$ cat config.mk
export PLATFORM = sky130hd
export DESIGN_NAME = ex_alu_sched
export DESIGN_NICKNAME = d
export VERILOG_FILES = /design/src/rtl/ex_alu_sched.sv
export SDC_FILE = /design/constraint.sdc
export NUM_CORES = 1
export LEC_CHECK = 0
export BUFFER_PORTS_ARGS = -buffer_cell sky130_fd_sc_hd__buf_2
export CAP_MARGIN = 20
export CORE_AREA = 2 2 217 219
export CTS_CLUSTER_DIAMETER = 200
export DETAILED_ROUTE_END_ITERATION = 6
export DIE_AREA = 0 0 219 221
export GPL_TIMING_DRIVEN = 0
export PLACE_DENSITY = 0.38
export SLEW_MARGIN = 20
export SYNTH_ARGS = -nofsm -noshare
export SYNTH_HDL_FRONTEND = slang
export SYNTH_SLANG_ARGS = --single-unit
$ cat constraint.sdc
create_clock -name clk -period 2.5 [get_ports clk]
set_input_delay 0.625 -clock clk [delete_from_list [all_inputs] [get_ports clk]]
set_output_delay 0.625 -clock clk [all_outputs]
set_load 0.01 [all_outputs]
$ cat src/rtl/ex_alu_sched.sv
// Two-port round-robin scheduler in front of a shared integer ALU stage-1 datapath.
// The combinational ALU result is captured into one output register tagged with source port and issue tag.
module ex_alu_sched #(
  parameter int TAG_W = 5
) (
  input  logic             clk,
  input  logic             rst_n,
  input  logic             p0_valid,
  output logic             p0_ready,
  input  logic [63:0]      p0_in1,
  input  logic [63:0]      p0_in2,
  input  logic [2:0]       p0_unit,
  input  logic [1:0]       p0_op,
  input  logic [TAG_W-1:0] p0_tag,
  input  logic             p1_valid,
  output logic             p1_ready,
  input  logic [63:0]      p1_in1,
  input  logic [63:0]      p1_in2,
  input  logic [2:0]       p1_unit,
  input  logic [1:0]       p1_op,
  input  logic [TAG_W-1:0] p1_tag,
  output logic             alu_enable,
  output logic [63:0]      alu_in1,
  output logic [63:0]      alu_in2,
  output logic [2:0]       alu_unit,
  output logic [1:0]       alu_op,
  input  logic [63:0]      alu_out,
  output logic             res_valid,
  input  logic             res_ready,
  output logic [63:0]      res_data,
  output logic             res_src,
  output logic [TAG_W-1:0] res_tag
);

  logic             last_grant_r;
  logic             res_valid_r;
  logic [63:0]      res_data_r;
  logic             res_src_r;
  logic [TAG_W-1:0] res_tag_r;

  logic             can_accept_s;
  logic             grant0_s;
  logic             grant1_s;
  logic             accept0_s;
  logic             accept1_s;

  // Gating with rst_n keeps both ports stalled while reset is held.
  assign can_accept_s = rst_n & (~res_valid_r | res_ready);

  // Round-robin arbitration: on contention the port that did not win last time goes.
  always_comb begin
    grant0_s = 1'b0;
    grant1_s = 1'b0;
    if (can_accept_s) begin
      if (p0_valid && p1_valid) begin
        if (last_grant_r) begin
          grant0_s = 1'b1;
        end else begin
          grant1_s = 1'b1;
        end
      end else if (p0_valid) begin
        grant0_s = 1'b1;
      end else if (p1_valid) begin
        grant1_s = 1'b1;
      end else begin
        grant0_s = 1'b0;
        grant1_s = 1'b0;
      end
    end else begin
      grant0_s = 1'b0;
      grant1_s = 1'b0;
    end
  end

  assign p0_ready  = grant0_s;
  assign p1_ready  = grant1_s;
  assign accept0_s = p0_valid & grant0_s;
  assign accept1_s = p1_valid & grant1_s;

  // ALU operand mux: the granted port's fields, otherwise all zero.
  always_comb begin
    alu_enable = 1'b0;
    alu_in1    = 64'd0;
    alu_in2    = 64'd0;
    alu_unit   = 3'd0;
    alu_op     = 2'd0;
    if (grant0_s) begin
      alu_enable = 1'b1;
      alu_in1    = p0_in1;
      alu_in2    = p0_in2;
      alu_unit   = p0_unit;
      alu_op     = p0_op;
    end else if (grant1_s) begin
      alu_enable = 1'b1;
      alu_in1    = p1_in1;
      alu_in2    = p1_in2;
      alu_unit   = p1_unit;
      alu_op     = p1_op;
    end else begin
      alu_enable = 1'b0;
    end
  end

  // Result register and priority state; data fields only change on an accept.
  always_ff @(posedge clk or negedge rst_n) begin
    if (!rst_n) begin
      last_grant_r <= 1'b1;
      res_valid_r  <= 1'b0;
      res_data_r   <= 64'd0;
      res_src_r    <= 1'b0;
      res_tag_r    <= '0;
    end else if (accept0_s) begin
      last_grant_r <= 1'b0;
      res_valid_r  <= 1'b1;
      res_data_r   <= alu_out;
      res_src_r    <= 1'b0;
      res_tag_r    <= p0_tag;
    end else if (accept1_s) begin
      last_grant_r <= 1'b1;
      res_valid_r  <= 1'b1;
      res_data_r   <= alu_out;
      res_src_r    <= 1'b1;
      res_tag_r    <= p1_tag;
    end else if (res_ready) begin
      res_valid_r  <= 1'b0;
    end else begin
      res_valid_r  <= res_valid_r;
    end
  end

  assign res_valid = res_valid_r;
  assign res_data  = res_data_r;
  assign res_src   = res_src_r;
  assign res_tag   = res_tag_r;

endmodule

# ---- Word-level counts from Yosys, hierarchy flattened
# Index checks and enable logic that the tools add are counted.
dict set report word_totals {
  regBits 72
  input_bits 345
  output_inout_bits 207
  elab_cells 41
}
dict set report op_classes {
  n_mux 28
  bitwise_logic 5
  n_reduce_logical 3
}
# cell n
set ops {}
lappend ops {{$mux W64} 6}
lappend ops {{$mux W1} 16}
lappend ops {{$mux W5} 2}
lappend ops {{$mux W3} 2}
lappend ops {{$mux W2} 2}
lappend ops {{$and A1 B1 Y1} 3}
lappend ops {{$reduce_bool A3 Y1} 1}
lappend ops {{$reduce_bool A2 Y1} 1}
lappend ops {{$logic_and A1 B1 Y1} 1}
lappend ops {{$not A1 Y1} 1}
lappend ops {{$or A1 B1 Y1} 1}

# ---- Depth between registers and ports, before layout
dict set report depth {
  depth_word 7
  depth_mapped 6
  depth_no_buf 4
}

# ---- Worst setup path after synthesis
# Ideal clock, no wire load.
dict set report synth_timing {
  path_type {input -> output}
  startpoint {input port res_ready}
  endpoint {output port alu_in1[0]}
  arrival_time_ps 1539
  required_ps 1875
  setup_slack_ps 336
  path_stages 6
  path_buffers 3
  path_cell_list {nand2b_4 -> and4_1 -> buf_2 -> buf_6 -> buf_6 -> a22o_1}
}
dict set report synth_between {
  elab_chain_len 5
  word_cells_on_any_way 6
  cone_classes {mux (4); bitwise (2)}
}
# element line
set synth_lines {}
lappend synth_lines {{from (decl)} 29} ;# input logic res_ready,
lappend synth_lines {{$or A1 B1 Y1 (*)} 48} ;# assign can_accept_s = rst_n & (~res_valid_r | res_ready);
lappend synth_lines {{$and A1 B1 Y1 (*)} 48}
lappend synth_lines {{$mux W1} 54} ;# if (can_accept_s) begin
lappend synth_lines {{$mux W64} 93} ;# end else if (grant1_s) begin
lappend synth_lines {{$mux W64 (*)} 87} ;# if (grant0_s) begin
lappend synth_lines {{to (decl)} 23} ;# output logic [63:0] alu_in1,
# Every way passes the cells marked *; elsewhere a longest branch is shown, timed or not.

# ---- Final worst setup path
dict set report layout_timing {
  startpoint {register last_grant_r}
  endpoint {output port alu_in2[40]}
}
dict set report layout_between {
  elab_chain_len 5
  word_cells_on_any_way 8
  cone_classes {mux (8)}
}
# element line
set layout_lines {}
lappend layout_lines {{from (decl)} 35} ;# logic last_grant_r;
lappend layout_lines {{from (signal assigned)} 107} ;# last_grant_r <= 1'b1;
lappend layout_lines {{from (signal assigned)} 113} ;# last_grant_r <= 1'b0;
lappend layout_lines {{from (signal assigned)} 119} ;# last_grant_r <= 1'b1;
lappend layout_lines {{$mux W1} 56} ;# if (last_grant_r) begin
lappend layout_lines {{$mux W1} 55} ;# if (p0_valid && p1_valid) begin
lappend layout_lines {{$mux W1} 54}
lappend layout_lines {{$mux W64} 93}
lappend layout_lines {{$mux W64 (*)} 87}
lappend layout_lines {{to (decl)} 24} ;# output logic [63:0] alu_in2,
# Marks and branches as above.

==> impl_metrics.tcl <==
set metrics [dict create \
    dp_hpwl_mm 27.3 \
    fin_ws_ns -0.142 \
    maxSlewHeadroom_pct 69.2 \
    boundaryPins 552 \
    drv_slew 0 \
    syn_area_per_cell_um2 12.9 \
    r2r-start "res_valid$_DFFE_PN0P_" \
    vdd_drop_max_mv 0.283 \
    rsz0062_at_grt "true" \
    grt_usage_pct 12.5 \
    htreeDepth 3 \
    finClkSkew_ns 0.00406 \
    root_buffer "clkbuf_16" \
    grt_start_max_net_pins 26 \
    critPathMaxFanout 10 \
    tightest_slew_ns 0.462 \
    first_pass_iters 4 \
    gr-total-overflow 0 \
    rows 79 \
    antenna_found_initial 19 \
    rrSetupSlack_ns 0.76 \
    drive_above_1_share_pct 76.4 \
    drc 0 \
    viasPerCell 3.62 \
    synth_fp_nets 680 \
    die_w_um 219 \
    syn-instance-count 335 \
    tns_ns -8.37 \
    wl_mm 32.1 \
    numPortBuffers 551 \
    ff2ff_path_depth 7 \
    yosys_warnings 0 \
    wire_per_inst_um 20.9 \
    cts.sinks 72 \
    synth_seq_cells 72 \
    setup_violations 124 \
    period_needed_ns 2.64 \
    r2r-end "res_data[25]$_DFFE_PN0P_" \
    worst_ep_required_time_ns 1.88 \
    worstSetupPathType "flop to output port" \
    power.density_nw_per_um2 543 \
    antenna_left 0 \
    die_area_um2 48400 \
    outcome "finished with violations" \
    start_util_pct 9.38 \
    nets 1265 \
    clock.fmax_ghz 0.379 \
    drtIter0Drc 232 \
    endpoint_kind "output port" \
    drv_cap 0 \
    hold_class "input pin to async pin" \
    routabilityCongestion 0.920 \
    first_global_vias 5716 \
    timing_hold_violations_final 0 \
    worstPathArrival_ns 2.02 \
    fp.dieH_um 221 \
    grt_pass1_wl_mm 42.8 \
    vias 5578 \
    critPathLaunchType "flop" \
    core-area_um2 46100 \
    cts_buffer_depth 2 \
    leakage_nw 4.86 \
    netlist_area_um2 4320 \
    violations "setup timing" \
    ys_types 23 \
    min_period_over_period_pct 106 \
    syn_to_final_growth_pct 108 \
    cts_buffers 9 \
    ys_seq_area_share_pct 41.7 \
    cts_tree "yes" \
    p_total_w 0.00488 \
    cts.clk_slew.worst_paths_ns 0.06 \
    clkLatencyLatePin_ns 0.34 \
]
-- power by group --
part           switching, W  leakage, nW  internal, W
Clock              0.000541        0.149     0.000830
Combinational      0.000916         3.88      0.00108
Sequential         0.000121        0.839      0.00139
-- registers in the layout, summed over array words and instances (netlist names) --
name,flops
res_src,1
res_valid,1
res_tag,5
res_data,64
last_grant_r,1
-- Yosys cell counts, drive strengths merged --
master	number	area (µm²)
mux2i	5	50.1
nor2	5	18.8
nand2b	2	20.0
mux2	64	863
dfrtp	71	1780
o21ai	1	8.76
buf	37	305
nand4	1	6.26
a31oi	1	6.26
a21oi	6	30.0
and2	1	8.76
a21o	1	7.51
clkbuf	1	3.75
and4	1	8.76
nand2	2	7.51
inv	2	7.50
a22o	133	1160
dfstp	1	26.3
-- metrics by stage --
step	setup slack (ns)	area, µm²	utilization (%)	hold WS (ns)	cells
2_1_floorplan	0.336	4320	-	0.329	335
3_5_place_dp	-1.13	7870	17.1	0.468	1494
3_3_place_gp	-2.33	7840	17.0	0.463	1493
6_report	-0.142	8990	19.5	0.205	1540
4_1_cts	-0.194	8860	19.2	0.181	1531
5_1_grt	-0.250	8990	19.5	0.193	1539
-- cell families (layout without fill, tap and decap cells) --
family	Yosys count	after routing	share of synthesized area, %
other	0	8	0
AND/OR/NAND/NOR	12	12	1.62
AO/OA/AOI/OAI	142	142	28.2
buffers and inverters	40	630	7.33
flip-flops	72	72	41.7
multiplexers	69	69	21.1
-- worst max path at each step --
stage / slack, ns / to / startpoint
after global placement: -2.33 / alu_in2[59] / rst_n
after CTS: -0.19 / alu_in1[3] / last_grant_r$_DFFE_PN1P_
final: -0.14 / alu_in2[40] / last_grant_r$_DFFE_PN1P_
after global routing: -0.25 / alu_in1[8] / last_grant_r$_DFFE_PN1P_
after detailed placement: -1.13 / alu_in2[59] / rst_n
after floorplan: 0.34 / alu_in1[0] / res_ready
-- cells in the final DEF (no fill, tap or decap), types with 6 or more instances in the layout --
cell type	synthesis	layout
buf_6	16	36
a21oi_1	6	6
buf_12	0	10
buf_16	0	6
buf_8	0	8
mux2_4	38	38
mux2_2	26	26
a22o_1	133	123
diode_2	0	8
clkbuf_16	0	10
buf_4	8	12
buf_2	13	535
a22o_4	0	10
dfrtp_1	71	71
-- worst max-delay path, stage by stage, from the launching register on --
cell and delay [ns]:
dfstp_2 0.54, nand2b_4 0.11, nand4_1 0.11, buf_6 0.17, inv_12 0.08, buf_8 0.15, buf_6 0.15, a22o_1 0.19
buf_2 0.15
-- layout make-up --
type	count	area (µm²)
Sequential cell	72	1800
Antenna cell	8	20.0
Clock inverter	4	51.3
Timing Repair Buffer	577	3350
Tap cell	607	759
Clock buffer	12	256
Multi-Input combinational cell	223	2300
Fill cell	5217	37100
Buffer	35	433
Inverter	2	20.0
-- layer usage --
layer | up-vias | GRT usage (%) | share of wire [%]
met4 | 4 | 5.10 | 2.4
met2 | 354 | 20.7 | 48
met1 | 2661 | 14.9 | 41
li1 | 2517 | - | -
met3 | 42 | 3.81 | 9.2
met5 | - | 0 | 0.084
-- timing repair --
action | CTS | global route
hold buffers | 0 | 0
gates resized for setup | 78 | 23
pin swaps | 27 | 34
buffers inserted | 15 | 4
cloned | 8 | 1
endpoints found under the setup margin | 136 | 135
endpoints found under the hold margin | 0 | 0
Note: power is estimated with default switching activity, not from simulation.
